**src/rtl/mc_fetch_mem_unit.sv**
```systemverilog
// Fetch/memory stage of the multi-cycle core: owns PC, IR and MDR, runs the
// unified memory handshake with timeout, and stalls the controller while busy.
module mc_fetch_mem_unit #(
  parameter logic [31:0] RESET_PC = 32'h0000_0000,
  parameter int unsigned TIMEOUT  = 16
) (
  input  logic        clock,
  input  logic        reset,
  input  logic        PCWrite,
  input  logic        Branch,
  input  logic        Branch2,
  input  logic [1:0]  PCSrc,
  input  logic        IRWrite,
  input  logic        lorD,
  input  logic        MemWrite,
  input  logic        zero,
  input  logic [31:0] alu_result,
  input  logic [31:0] alu_out,
  input  logic [31:0] wr_data,
  input  logic [31:0] mem_rdata,
  input  logic        mem_ready,
  output logic [31:0] mem_addr,
  output logic [31:0] mem_wdata,
  output logic        mem_req,
  output logic        mem_we,
  output logic        stall,
  output logic [31:0] pc,
  output logic [31:0] instr,
  output logic [31:0] mdr,
  output logic [5:0]  op,
  output logic [5:0]  funct,
  output logic [4:0]  rs,
  output logic [4:0]  rt,
  output logic [4:0]  rd,
  output logic [4:0]  shamt,
  output logic [15:0] imm,
  output logic        bus_error,
  output logic        align_error
);

  localparam int unsigned CNT_W = $clog2(TIMEOUT + 1);

  localparam logic [0:0] S_IDLE = 1'b0;
  localparam logic [0:0] S_WAIT = 1'b1;

  logic [0:0]       r_state;
  logic [0:0]       w_state_nxt;
  logic [CNT_W-1:0] r_cnt;
  logic [CNT_W-1:0] w_cnt_nxt;
  logic             w_timeout_hit;

  logic [31:0] r_pc;
  logic [31:0] r_instr;
  logic [31:0] r_mdr;
  logic        r_bus_error;
  logic        r_align_error;

  logic        w_acc;
  logic        w_fetch;
  logic        w_load;
  logic        w_store;
  logic        w_done;
  logic [31:0] w_rdata;
  logic        w_pc_en;
  logic [31:0] w_pc_tgt;
  logic [31:0] w_pc_nxt;
  logic        w_misalign;

  // Access decode; lorD overrides a simultaneous IRWrite.
  assign w_acc   = IRWrite | lorD;
  assign w_fetch = IRWrite & ~lorD;
  assign w_load  = lorD & ~MemWrite;
  assign w_store = lorD & MemWrite;

  assign mem_req   = w_acc;
  assign mem_we    = w_store & w_acc;
  assign mem_addr  = lorD ? alu_out : r_pc;
  assign mem_wdata = wr_data;
  assign stall     = w_acc & ~mem_ready & ~w_timeout_hit;

  // A timed-out access completes with zero data so the controller can proceed.
  assign w_done  = w_acc & (mem_ready | w_timeout_hit);
  assign w_rdata = mem_ready ? mem_rdata : 32'h0;

  always_ff @(posedge clock) begin
    if (reset) begin
      r_state <= S_IDLE;
      r_cnt   <= '0;
    end else begin
      r_state <= w_state_nxt;
      r_cnt   <= w_cnt_nxt;
    end
  end

  always_comb begin
    w_state_nxt   = r_state;
    w_cnt_nxt     = r_cnt;
    w_timeout_hit = 1'b0;
    case (r_state)
      S_IDLE: begin
        if (w_acc && !mem_ready) begin
          w_state_nxt = S_WAIT;
          w_cnt_nxt   = CNT_W'(1);
        end else begin
          w_cnt_nxt   = '0;
        end
      end
      S_WAIT: begin
        if (!w_acc || mem_ready) begin
          w_state_nxt = S_IDLE;
          w_cnt_nxt   = '0;
        end else if (r_cnt == CNT_W'(TIMEOUT - 1)) begin
          w_timeout_hit = 1'b1;
          w_state_nxt   = S_IDLE;
          w_cnt_nxt     = '0;
        end else begin
          w_cnt_nxt     = r_cnt + CNT_W'(1);
        end
      end
      default: begin
        w_state_nxt = S_IDLE;
        w_cnt_nxt   = '0;
      end
    endcase
  end

  // PC target select; low bits are forced to word alignment.
  always_comb begin
    w_pc_tgt = r_pc;
    case (PCSrc)
      2'b00:   w_pc_tgt = alu_result;
      2'b01:   w_pc_tgt = alu_out;
      2'b10:   w_pc_tgt = {r_pc[31:28], r_instr[25:0], 2'b00};
      default: w_pc_tgt = r_pc;
    endcase
  end

  assign w_misalign = |w_pc_tgt[1:0];
  assign w_pc_nxt   = {w_pc_tgt[31:2], 2'b00};
  assign w_pc_en    = (PCWrite | (Branch & zero) | (Branch2 & ~zero)) & ~stall;

  always_ff @(posedge clock) begin
    if (reset) begin
      r_pc          <= RESET_PC;
      r_instr       <= 32'h0;
      r_mdr         <= 32'h0;
      r_bus_error   <= 1'b0;
      r_align_error <= 1'b0;
    end else begin
      if (w_pc_en) begin
        r_pc <= w_pc_nxt;
        if (w_misalign) r_align_error <= 1'b1;
      end
      if (w_done && w_fetch) r_instr <= w_rdata;
      if (w_done && w_load)  r_mdr   <= w_rdata;
      if (w_timeout_hit)     r_bus_error <= 1'b1;
    end
  end

  assign pc          = r_pc;
  assign instr       = r_instr;
  assign mdr         = r_mdr;
  assign bus_error   = r_bus_error;
  assign align_error = r_align_error;

  assign op    = r_instr[31:26];
  assign rs    = r_instr[25:21];
  assign rt    = r_instr[20:16];
  assign rd    = r_instr[15:11];
  assign shamt = r_instr[10:6];
  assign funct = r_instr[5:0];
  assign imm   = r_instr[15:0];

endmodule

```
**config.mk**
```make
export PLATFORM = sky130hd
export DESIGN_NAME = mc_fetch_mem_unit
export DESIGN_NICKNAME = d
export VERILOG_FILES = /design/src/rtl/mc_fetch_mem_unit.sv
export SDC_FILE = /design/constraint.sdc
export NUM_CORES = 1
export LEC_CHECK = 0
export BUFFER_PORTS_ARGS = -buffer_cell sky130_fd_sc_hd__clkbuf_2
export CORE_ASPECT_RATIO = 2
export CORE_MARGIN = 2
export CORE_UTILIZATION = 26
export CTS_CLUSTER_SIZE = 8
export DETAILED_ROUTE_END_ITERATION = 8
export SETUP_SLACK_MARGIN = 0.1
export SYNTH_ARGS = -nofsm -noshare
export SYNTH_HDL_FRONTEND = slang
export SYNTH_SLANG_ARGS = --single-unit
```
**constraint.sdc**
```tcl
create_clock -name clock -period 2.71 [get_ports clock]
set_input_delay 0.4065 -clock clock [delete_from_list [all_inputs] [get_ports clock]]
set_output_delay 0.4065 -clock clock [all_outputs]
set_load 0.01 [all_outputs]
```
# Word-level counts from Yosys, hierarchy flattened
# Cells that the tools add are included.
[totals]
ff_bits = 102
latch_bits = 0
mem_bits_rw = 0
mem_bits_ro = 0
in_bits = 140
output_inout_bits = 213
n_memories = 0
[op_classes]
add_sub_neg = 1
mul = 0
div = 0
magnitude_cmp = 0
n_eq_ne = 3
shifts = 0
mux = 14
n_bitwise = 22
reduce_logical = 13
[ops]
columns = ["operator", "count"]
rows = [
  ["$pmux W32 S3", 1],
  ["$mux W32", 2],
  ["$and A1 B1 Y1", 10],
  ["$mux W5", 2],
  ["$pmux W5 S2", 1],
  ["$not A1 Y1", 8],
  ["$mux W1", 7],
  ["$add A5 B1 Y5 const B", 1],
  ["$eq A5 B4 Y1 const B", 1],
  ["$or A1 B1 Y1", 4],
  ["$reduce_and A2 Y1", 2],
  ["$logic_and A1 B1 Y1", 3],
  ["$reduce_and A3 Y1", 1],
  ["$reduce_bool A3 Y1", 1],
  ["$eq A2 B1 Y1 const B", 1],
  ["$eq A2 B2 Y1 const B", 1],
  ["$logic_not A1 Y1", 2],
  ["$logic_not A2 Y1", 1],
  ["$pmux W1 S2", 1],
  ["$reduce_bool A2 Y1", 1],
  ["$reduce_or A2 Y1", 1],
  ["$logic_or A1 B1 Y1", 1],
]

# Logic depth before layout (Yosys ltp)
# Gate-level depths: netlist of run 1.
[depth]
word_depth = 10
mapped_depth = 7
mapped_depth_nobuf = 6

# Worst setup path before layout of run 1
# OpenSTA, ideal clock, no wires.
[synth_path]
path_type = "flip-flop to flip-flop"
startpoint = "reg r_cnt[0]"
endpoint = "reg r_pc[10] (netlist: pc[10])"
setup_ns = 0.152
t_arrival_ns = 1.621
path_slack_ns = 0.938
path_stages_with_launch = 8
path_buffers = 1
synth_period_minus_slack_ns = 1.772
cell_sequence = "dfxtp_1 ha_1 and3_1 ha_1 and2_4 o221ai_4 buf_6 a221oi_2"
[synth_between]
elab_chain_cells = 9
[synth_rtl]
columns = ["item", "line_no", "rtl"]
rows = [
  ["start: declaration", "48", "logic [CNT_W-1:0] r_cnt;"],
  ["start signal: assignment", "91", "r_cnt <= w_cnt_nxt;"],
  ["$eq A5 B4 Y1", "112", "end else if (r_cnt == CNT_W'(TIMEOUT - 1)) begin"],
  ["$mux W1", "112", ""],
  ["$mux W1", "109", "if (!w_acc || mem_ready) begin"],
  ["$mux W1", "99", "case (r_state)"],
  ["$not A1 Y1", "79", "assign stall = w_acc & ~mem_ready & ~w_timeout_hit;"],
  ["$and A1 B1 Y1", "79", ""],
  ["$not A1 Y1", "140", "assign w_pc_en = (PCWrite | (Branch & zero) | (Branch2 & ~zero)) & ~stall;"],
  ["$and A1 B1 Y1", "140", ""],
  ["$reduce_and A2 Y1 (no line)", "n/a", ""],
  ["end signal: assignment", "151", "r_pc <= w_pc_nxt;"],
  ["end: declaration", "52", "logic [31:0] r_pc;"],
]
# No other way between the ends.
# A chain may end at the register's enable or synchronous reset.

# Worst setup path in the final report of run 1
[layout_path]
startpoint = "reg r_cnt[0]"
endpoint = "out stall"
[layout_between]
elab_chain_cells = 6
[layout_rtl]
columns = ["item", "line_no", "rtl"]
rows = [
  ["$eq A5 B4 Y1", "112", ""],
  ["$mux W1", "112", ""],
  ["$mux W1", "109", ""],
  ["$mux W1", "99", ""],
  ["$not A1 Y1", "79", ""],
  ["$and A1 B1 Y1", "79", ""],
  ["end: declaration", "26", "output logic stall,"],
]
# No other way between the ends.

==> impl_metrics.ini, run 1 <==
[cts]
clk_pin_slew_ps = 70
clock-root-buffer = clkbuf_16
clockBufferDepth = 2
cts_setup_buffers = 0
cts_made_buffers = 9
clk-insertion-delay-late_ps = 350
htreeDepth = 3
cts_hold_buffers = 0
cts_tree = built
ctsResizeCount = 0
cts.sinks = 102

[setup_path]
cp-start-kind = register
worstRegToRegCells = 7
worstSetupPathType = register to output port
r2r_slack_ps = 640
critPathLaunch = r_cnt[0]
cp_max_fo = 4
worstSetupEndpointType = output port
timing.rr.end = pc[5]
crit_arrival_ps = 1810
cp.required_ps = 2300
r2r-start = r_cnt[0]

[synthesis]
postSynthAreaPerCell_um2 = 8.31
synthCells = 663
seq_area_frac_synth = 0.371
synth.cell_area_um2 = 5510
synth_cell_types = 37
ys_ff_latch = 102
ys_top_cells_by_area = dfxtp_1 (37%), buf_4 (12%), o21ai_0 (8.5%)
yosysWarnings = 0
synth_edf_count = 0
synthArstFlopShare = 0
ys.flop_type = dfxtp_1
synth_top_area_cell = dfxtp_1
synth_top_area_share = 0.371

[sta]
whs_ps = 322
setup_slack_ps = 495
finClkSkew_ps = 8.82
finalSetupViolCount = 0
worstMarginPinSlew_ps = 631
min_period_over_period = 0.817
fin_crit_ps = 2210
hold_viol = 0
rsz0062_at_grt = false
slew_viol_final = 0
fmax_mhz = 452
max_slew_margin = 0.579
finalSetupTns_ps = 0

[finish]
diodes = 0
layout-drive-gt1-share = 0.446
nets = 976
fill_cells = 2261
stdcell_count = 1108
area_growth_pct = 24.6

[power_and_ir_drop]
clkPwrFrac = 0.363
p_int_uw = 2650
swShare = 0.291
finalPower_uw = 3740
p_sw_uw = 1090
ir_drop_mv = 0.267
power.density_nw_per_um2 = 546
seqPwrFrac = 0.437
leakage_uw = 0.00302
combPwrFrac = 0.200

[global_route]
grt_overflow_total = 0
antenna_found_initial = 0
grtUsageTotal = 0.168
grt_pass1_wl_um = 29100
grt_max_degree = 65
grt_pass1_vias = 5136

[place]
dp_cells = 1092
pre_cts_ws_ps = 649
io_buffers = 286
routabilityCongestion = 0.878
hpwl_um = 14600

[die]
die_h_um = 210
die-width_um = 107
ioPinCount = 353
dieArea_um2 = 22400
fp-row-count = 75
core_area_um2 = 20900
initial_core_util = 0.263

[outcome]
status = finished clean

[hold_path]
whs_path_depth = 3
holdCritStartpoint = mem_rdata[17]
min_path_type = input pin to register
hold_end = instr[17]

[detailed_routing]
ant_nets = 0
dr.pass1.iters = 4
drtIter0Drc = 186
num_vias = 5358
drt_wl_total_um = 19300
drt-wirelength-per-cell_um = 17.4
drcViolationCount = 0
routed_via_density = 4.84

[flow_run]
cap_violations = 0
-- layout make-up --
class / count / area [um^2] / share of cell area
Tap cell: 269 / 337 / 0.0490
Clock inverter: 4 / 52.6 / 0.00766
Timing Repair Buffer: 302 / 1590 / 0.232
Multi-Input combinational cell: 384 / 2450 / 0.357
Inverter: 35 / 131 / 0.0191
Clock buffer: 12 / 256 / 0.0374
Sequential cell: 102 / 2040 / 0.298
-- how the worst max path moves through the flow --
stage | cells past startpoint | end | slack [ps]
after floorplan | 7 | pc[10] | 940
after global placement | 7 | pc[4] | 680
after detailed placement | 7 | pc[2] | 650
after CTS | 7 | stall | 470
after global routing | 7 | stall | 380
final | 7 | stall | 500
-- state kept, by name, indices dropped and copies added (netlist names) --
name	count
r_state	1
align_error	1
pc	30
r_cnt	5
bus_error	1
instr	32
mdr	32
-- worst max-delay path: stages, from the launching register on --
cell and delay [ps]:
dfxtp_1 330, ha_1 210, and3_1 180, ha_1 240, nand2_1 140, nand2_1 140
inv_1 80, clkbuf_2 130
-- Yosys cell counts (all sizes together) (3+ instances only) --
master / count
nor2b: 6
a211oi: 5
and2: 4
clkbuf: 37
a21oi: 66
mux2: 27
nor2: 8
a221oi: 30
o22ai: 27
nand3: 66
nand2b: 3
nand2: 33
inv: 35
buf: 106
o21ai: 94
dfxtp: 102
-- cell usage in the layout (no fill, tap or decap), types with 2 or more instances in the layout --
cell type  instances
clkbuf_2         285
dfxtp_1          102
o21ai_0           94
nand3_1           66
a21oi_1           65
inv_1             35
nand2_1           33
o22ai_1           27
mux2_2            26
a221oi_2          21
buf_4             14
a221oi_1           9
clkbuf_16          9
nor2_1             8
a211oi_1           5
nor2b_1            4
and2_1             3
nand2b_1           3
buf_12             3
nor2b_2            2
ha_1               2
conb_1             2
clkbuf_8           2
-- metal layers --
| layer | vias up | GRT usage | wire length, um |
|---|---|---|---|
| met2 | 188 | 0.291 | 9920 |
| met1 | 2505 | 0.193 | 7480 |
| met3 | 65 | 0.0233 | 878 |
| met5 | - | 0 | 0 |
| met4 | 0 | 0.103 | 1040 |
| li1 | 2600 | - | - |
-- kinds of logic after synthesis --
kind of cell | after synthesis | share of synthesized area
AOI/OAI and AO/OA | 228 | 0.270
and+or+nand+nor | 123 | 0.106
adders and majority gates | 2 | 0.00454
other | 1 | 0.000681
buffers and inverters | 178 | 0.189
muxes | 27 | 0.0559
DFF | 102 | 0.371
xor gates and xnor gates | 2 | 0.00318
-- through the flow --
| step | instance area (um^2) | util |
|---|---|---|
| global placement | 6550 | 0.313 |
| CTS | 6860 | 0.328 |
| floorplan | 5510 | - |
| global route | 6860 | 0.328 |
| detailed placement | 6550 | 0.313 |
| finish | 6860 | 0.328 |
-- power by group through the flow --
stage	combinational (uW)	sequential, uW	clock (uW)
finish	750	1640	1360
floorplan	478	1690	0
global placement	751	1670	0
global route	819	1650	1480
detailed placement	756	1670	0
CTS	757	1640	1420
(Power assumes the default switching activity.)
==> inputs of run 2 (changes only) <==
==> constraint.sdc (replaced) <==
create_clock -name clock -period 2.3 [get_ports clock]
set_input_delay 0.345 -clock clock [delete_from_list [all_inputs] [get_ports clock]]
set_output_delay 0.345 -clock clock [all_outputs]
set_load 0.01 [all_outputs]
==> impl_metrics.ini, run 2 (same netlist as run 1, synthesis figures left out) <==
[outcome]
status = finished clean

[global_route]
grt_overflow_total = 0
antenna_found_initial = 0
grtUsageTotal = 0.162
grt_pass1_wl_um = 28300
grt_max_degree = 65
grt_pass1_vias = 4991

[sta]
rsz0062_at_grt = false
finalSetupTns_ps = 0
fin_crit_ps = 2050
fmax_mhz = 488
slew_viol_final = 0
min_period_over_period = 0.890
finClkSkew_ps = 4.71
max_slew_margin = 0.582
hold_viol = 0
finalSetupViolCount = 0
worstMarginPinSlew_ps = 627
setup_slack_ps = 252

[power_and_ir_drop]
power.density_nw_per_um2 = 637
leakage_uw = 0.00303
finalPower_uw = 4390
ir_drop_mv = 0.276

[setup_path]
r2r-start = r_cnt[0]
cp.required_ps = 1960
worstSetupPathType = register to output port
r2r_slack_ps = 460
cp_max_fo = 4
worstRegToRegCells = 7
crit_arrival_ps = 1700
cp-start-kind = register
timing.rr.end = pc[4]
worstSetupEndpointType = output port

[detailed_routing]
drcViolationCount = 0
ant_nets = 0
num_vias = 5340
drt_wl_total_um = 19000
drt-wirelength-per-cell_um = 17.1
dr.pass1.iters = 5
drtIter0Drc = 246
routed_via_density = 4.82

[flow_run]
cap_violations = 0

[finish]
layout-drive-gt1-share = 0.447
stdcell_count = 1107
nets = 975
fill_cells = 2276
final_cell_mix = clkbuf_2 (285), dfxtp_1 (102), o21ai_0 (94), nand3_1 (66), a21oi_1 (65)
diodes = 0
area_growth_pct = 25.3
fin_area_um2 = 6900
layout_commonest_cell = clkbuf_2

[place]
io_buffers = 286
pre_cts_ws_ps = 435
routabilityCongestion = 0.834
hpwl_um = 14300
place_area_um2 = 6600
dp_cells = 1091

[die]
core_area_um2 = 20900
fp-row-count = 75
dieArea_um2 = 22400
die-width_um = 107
ioPinCount = 353
initial_core_util = 0.263
die_h_um = 210

[cts]
cts_setup_buffers = 0
clock-root-buffer = clkbuf_16
htreeDepth = 3
cts_tree = built
clk_pin_slew_ps = 70
cts_made_buffers = 9
clockBufferDepth = 2
cts.sinks = 102
clk-insertion-delay-late_ps = 350

[hold_path]
holdCritStartpoint = mem_rdata[18]
hold_end = mdr[18]
whs_path_depth = 3
min_path_type = input pin to register
## run 2: cell types whose count changed in the layout (fill, tap and decap cells not counted)
cell / change
clkinv_2: +1
nand2_1: -1
ha_1: -1
buf_12: +4
ha_2: +1
clkbuf_8: -1
nand2_2: +1
buf_4: -5
## run 2: cell type report
type | instances | area, um^2 | area share
Multi-Input combinational cell | 384 | 2460 | 0.356
Tap cell | 269 | 337 | 0.0488
Sequential cell | 102 | 2040 | 0.296
Timing Repair Buffer | 301 | 1630 | 0.237
Clock inverter | 5 | 57.6 | 0.00834
Inverter | 35 | 131 | 0.0190
Clock buffer | 11 | 243 | 0.0352
## run 2: stage by stage
stage | hold WS (ps) | utilization
final | 259 | 0.330
after global routing | 254 | 0.330
after CTS | 238 | 0.330
after detailed placement | 463 | 0.315
after global placement | 456 | 0.315
after floorplan | 443 | -
## run 2: layer usage
layer,share of wire,vias to the layer above,GRT usage
met3,0.051,50,0.0202
li1,-,2591,-
met1,0.40,2498,0.192
met2,0.51,201,0.279
met5,0,-,0
met4,0.043,0,0.0918
## run 2: worst max-delay path by stage
stage | startpoint | to | slack (ps) | cells after the start
finish | r_cnt[0] | stall | 250 | 7
global route | r_cnt[0] | stall | 110 | 7
CTS | r_cnt[0] | stall | 140 | 7
detailed placement | r_cnt[0] | pc[4] | 440 | 7
global placement | r_cnt[0] | pc[4] | 480 | 7
floorplan | r_cnt[0] | pc[10] | 530 | 7
## run 2: worst max-delay path, stage by stage, from the launching register on
cell and delay (ps):
dfxtp_1 330, ha_1 220, and3_1 190, ha_2 200, nand2_1 140, nand2_2 90
inv_1 60, clkbuf_2 120
## run 2: what timing repair did
item / 4_1_cts / 5_1_grt
gates resized for setup: 0 / 2
setup endpoints to repair: 0 / 1
hold buffers: 0 / 0
## run 2: report_power, final
group	switching [uW]	leakage (uW)	total, uW	internal (uW)
clock network	697	0.000150	1570	877
registers	69.3	0.000833	1920	1860
logic	521	0.00205	896	376
total	1290	0.00303	4390	3110
==> inputs of run 3 (changes only) <==
--- a/config.mk
+++ b/config.mk
@@ -9,6 +9,7 @@
 export CORE_ASPECT_RATIO = 2
 export CORE_MARGIN = 2
 export CORE_UTILIZATION = 26
+export CTS_BUF_LIST = sky130_fd_sc_hd__clkbuf_16
 export CTS_CLUSTER_SIZE = 8
 export DETAILED_ROUTE_END_ITERATION = 8
 export SETUP_SLACK_MARGIN = 0.1
==> impl_metrics.ini, run 3 (same netlist as run 1, synthesis figures left out) <==
[outcome]
status = finished clean

[cts]
clk_pin_slew_ps = 70
ctsResizeCount = 0
clock-root-buffer = clkbuf_16
cts_made_buffers = 9
cts_setup_buffers = 0
clk-insertion-delay-late_ps = 350
htreeDepth = 3
cts_hold_buffers = 0
clockBufferDepth = 2
cts.sinks = 102
cts_tree = built

[sta]
slew_viol_final = 0
finalSetupViolCount = 0
fmax_mhz = 488
max_slew_margin = 0.582
rsz0062_at_grt = false
finClkSkew_ps = 4.30
min_period_over_period = 0.890
finalSetupTns_ps = 0
setup_slack_ps = 252
fin_crit_ps = 2050
worstMarginPinSlew_ps = 627
hold_viol = 0

[finish]
fill_cells = 2277
stdcell_count = 1107
seq_area_um2 = 2040
diodes = 0
final_cell_mix = clkbuf_2 (285), dfxtp_1 (102), o21ai_0 (94), nand3_1 (66), a21oi_1 (65)
layout-drive-gt1-share = 0.446
nets = 975
multi_input_area_um2 = 2460
layout_commonest_cell = clkbuf_2
utilization = 0.329
fin_area_um2 = 6890
area_growth_pct = 25.1

[setup_path]
cp-start-kind = register
worstSetupPathType = register to output port
cp.required_ps = 1960
worstSetupEndpointType = output port
crit_arrival_ps = 1700
cp_max_fo = 4

[power_and_ir_drop]
combPwrFrac = 0.206
leakage_uw = 0.00303
swShare = 0.295
p_sw_uw = 1290
ir_drop_mv = 0.276
seqPwrFrac = 0.442
power.density_nw_per_um2 = 632
p_int_uw = 3070
clkPwrFrac = 0.352

[die]
die_h_um = 210
die-width_um = 107
dieArea_um2 = 22400
fp-row-count = 75
core_area_um2 = 20900
ioPinCount = 353
initial_core_util = 0.263

[flow_run]
cap_violations = 0

[detailed_routing]
ant_nets = 0
drtIter0Drc = 246
dr.pass1.iters = 5
drcViolationCount = 0
routed_via_density = 4.83
drt-wirelength-per-cell_um = 17.1
num_vias = 5342
drt_wl_total_um = 19000

[global_route]
grt_max_degree = 65
antenna_found_initial = 0
grt_pass1_vias = 4991
grt_overflow_total = 0
grt_pass1_wl_um = 28300
grtUsageTotal = 0.162

[place]
place_area_um2 = 6600
pre_cts_ws_ps = 435
dp_cells = 1091
io_buffers = 286
routabilityCongestion = 0.834
hpwl_um = 14300

[hold_path]
min_path_type = input pin to register
-- run 3: power groups by stage --
stage	Sequential [uW]	Clock (uW)	Combinational, uW
2_1_floorplan	1990	0	563
3_3_place_gp	1960	0	893
3_5_place_dp	1970	0	902
4_1_cts	1930	1590	904
5_1_grt	1940	1680	977
6_report	1920	1530	896
-- run 3: metrics by stage --
step                      hold WS [ps]  power, uW
after floorplan                    443       2550
after global placement             456       2860
after detailed placement           463       2870
after CTS                          239       4430
after global routing               254       4590
final                              259       4360
-- run 3: path summary, 6_finish.rpt --
kind | cells after the start | end | from | slack (ps)
min reg2reg | 2 | align_error | align_error | 470
min | 3 | mdr[17] | mem_rdata[17] | 260
max reg2reg | 7 | pc[4] | r_cnt[0] | 460
max | 7 | stall | r_cnt[0] | 250
-- run 3: worst max-delay path, stage by stage (launching register included) --
cell      delay [ps]
dfxtp_1          330
ha_1             220
and3_1           190
ha_2             200
nand2_1          140
nand2_2           90
inv_1             60
clkbuf_2         120
-- run 3: area by class of cell --
type	count	share of cell area
clock inverter	7	0.00944
sequential	102	0.296
clock buffer	9	0.0327
timing repair buffer	301	0.237
tap	269	0.0488
multi-input combinational	384	0.357
inverter	35	0.0191
-- run 3: metal layers --
metal,global-route usage,vias to the layer above,routed length (um)
met3,0.0202,50,968
met4,0.0918,0,817
met5,0,-,0
met2,0.279,203,9690
li1,-,2592,-
met1,0.192,2497,7510
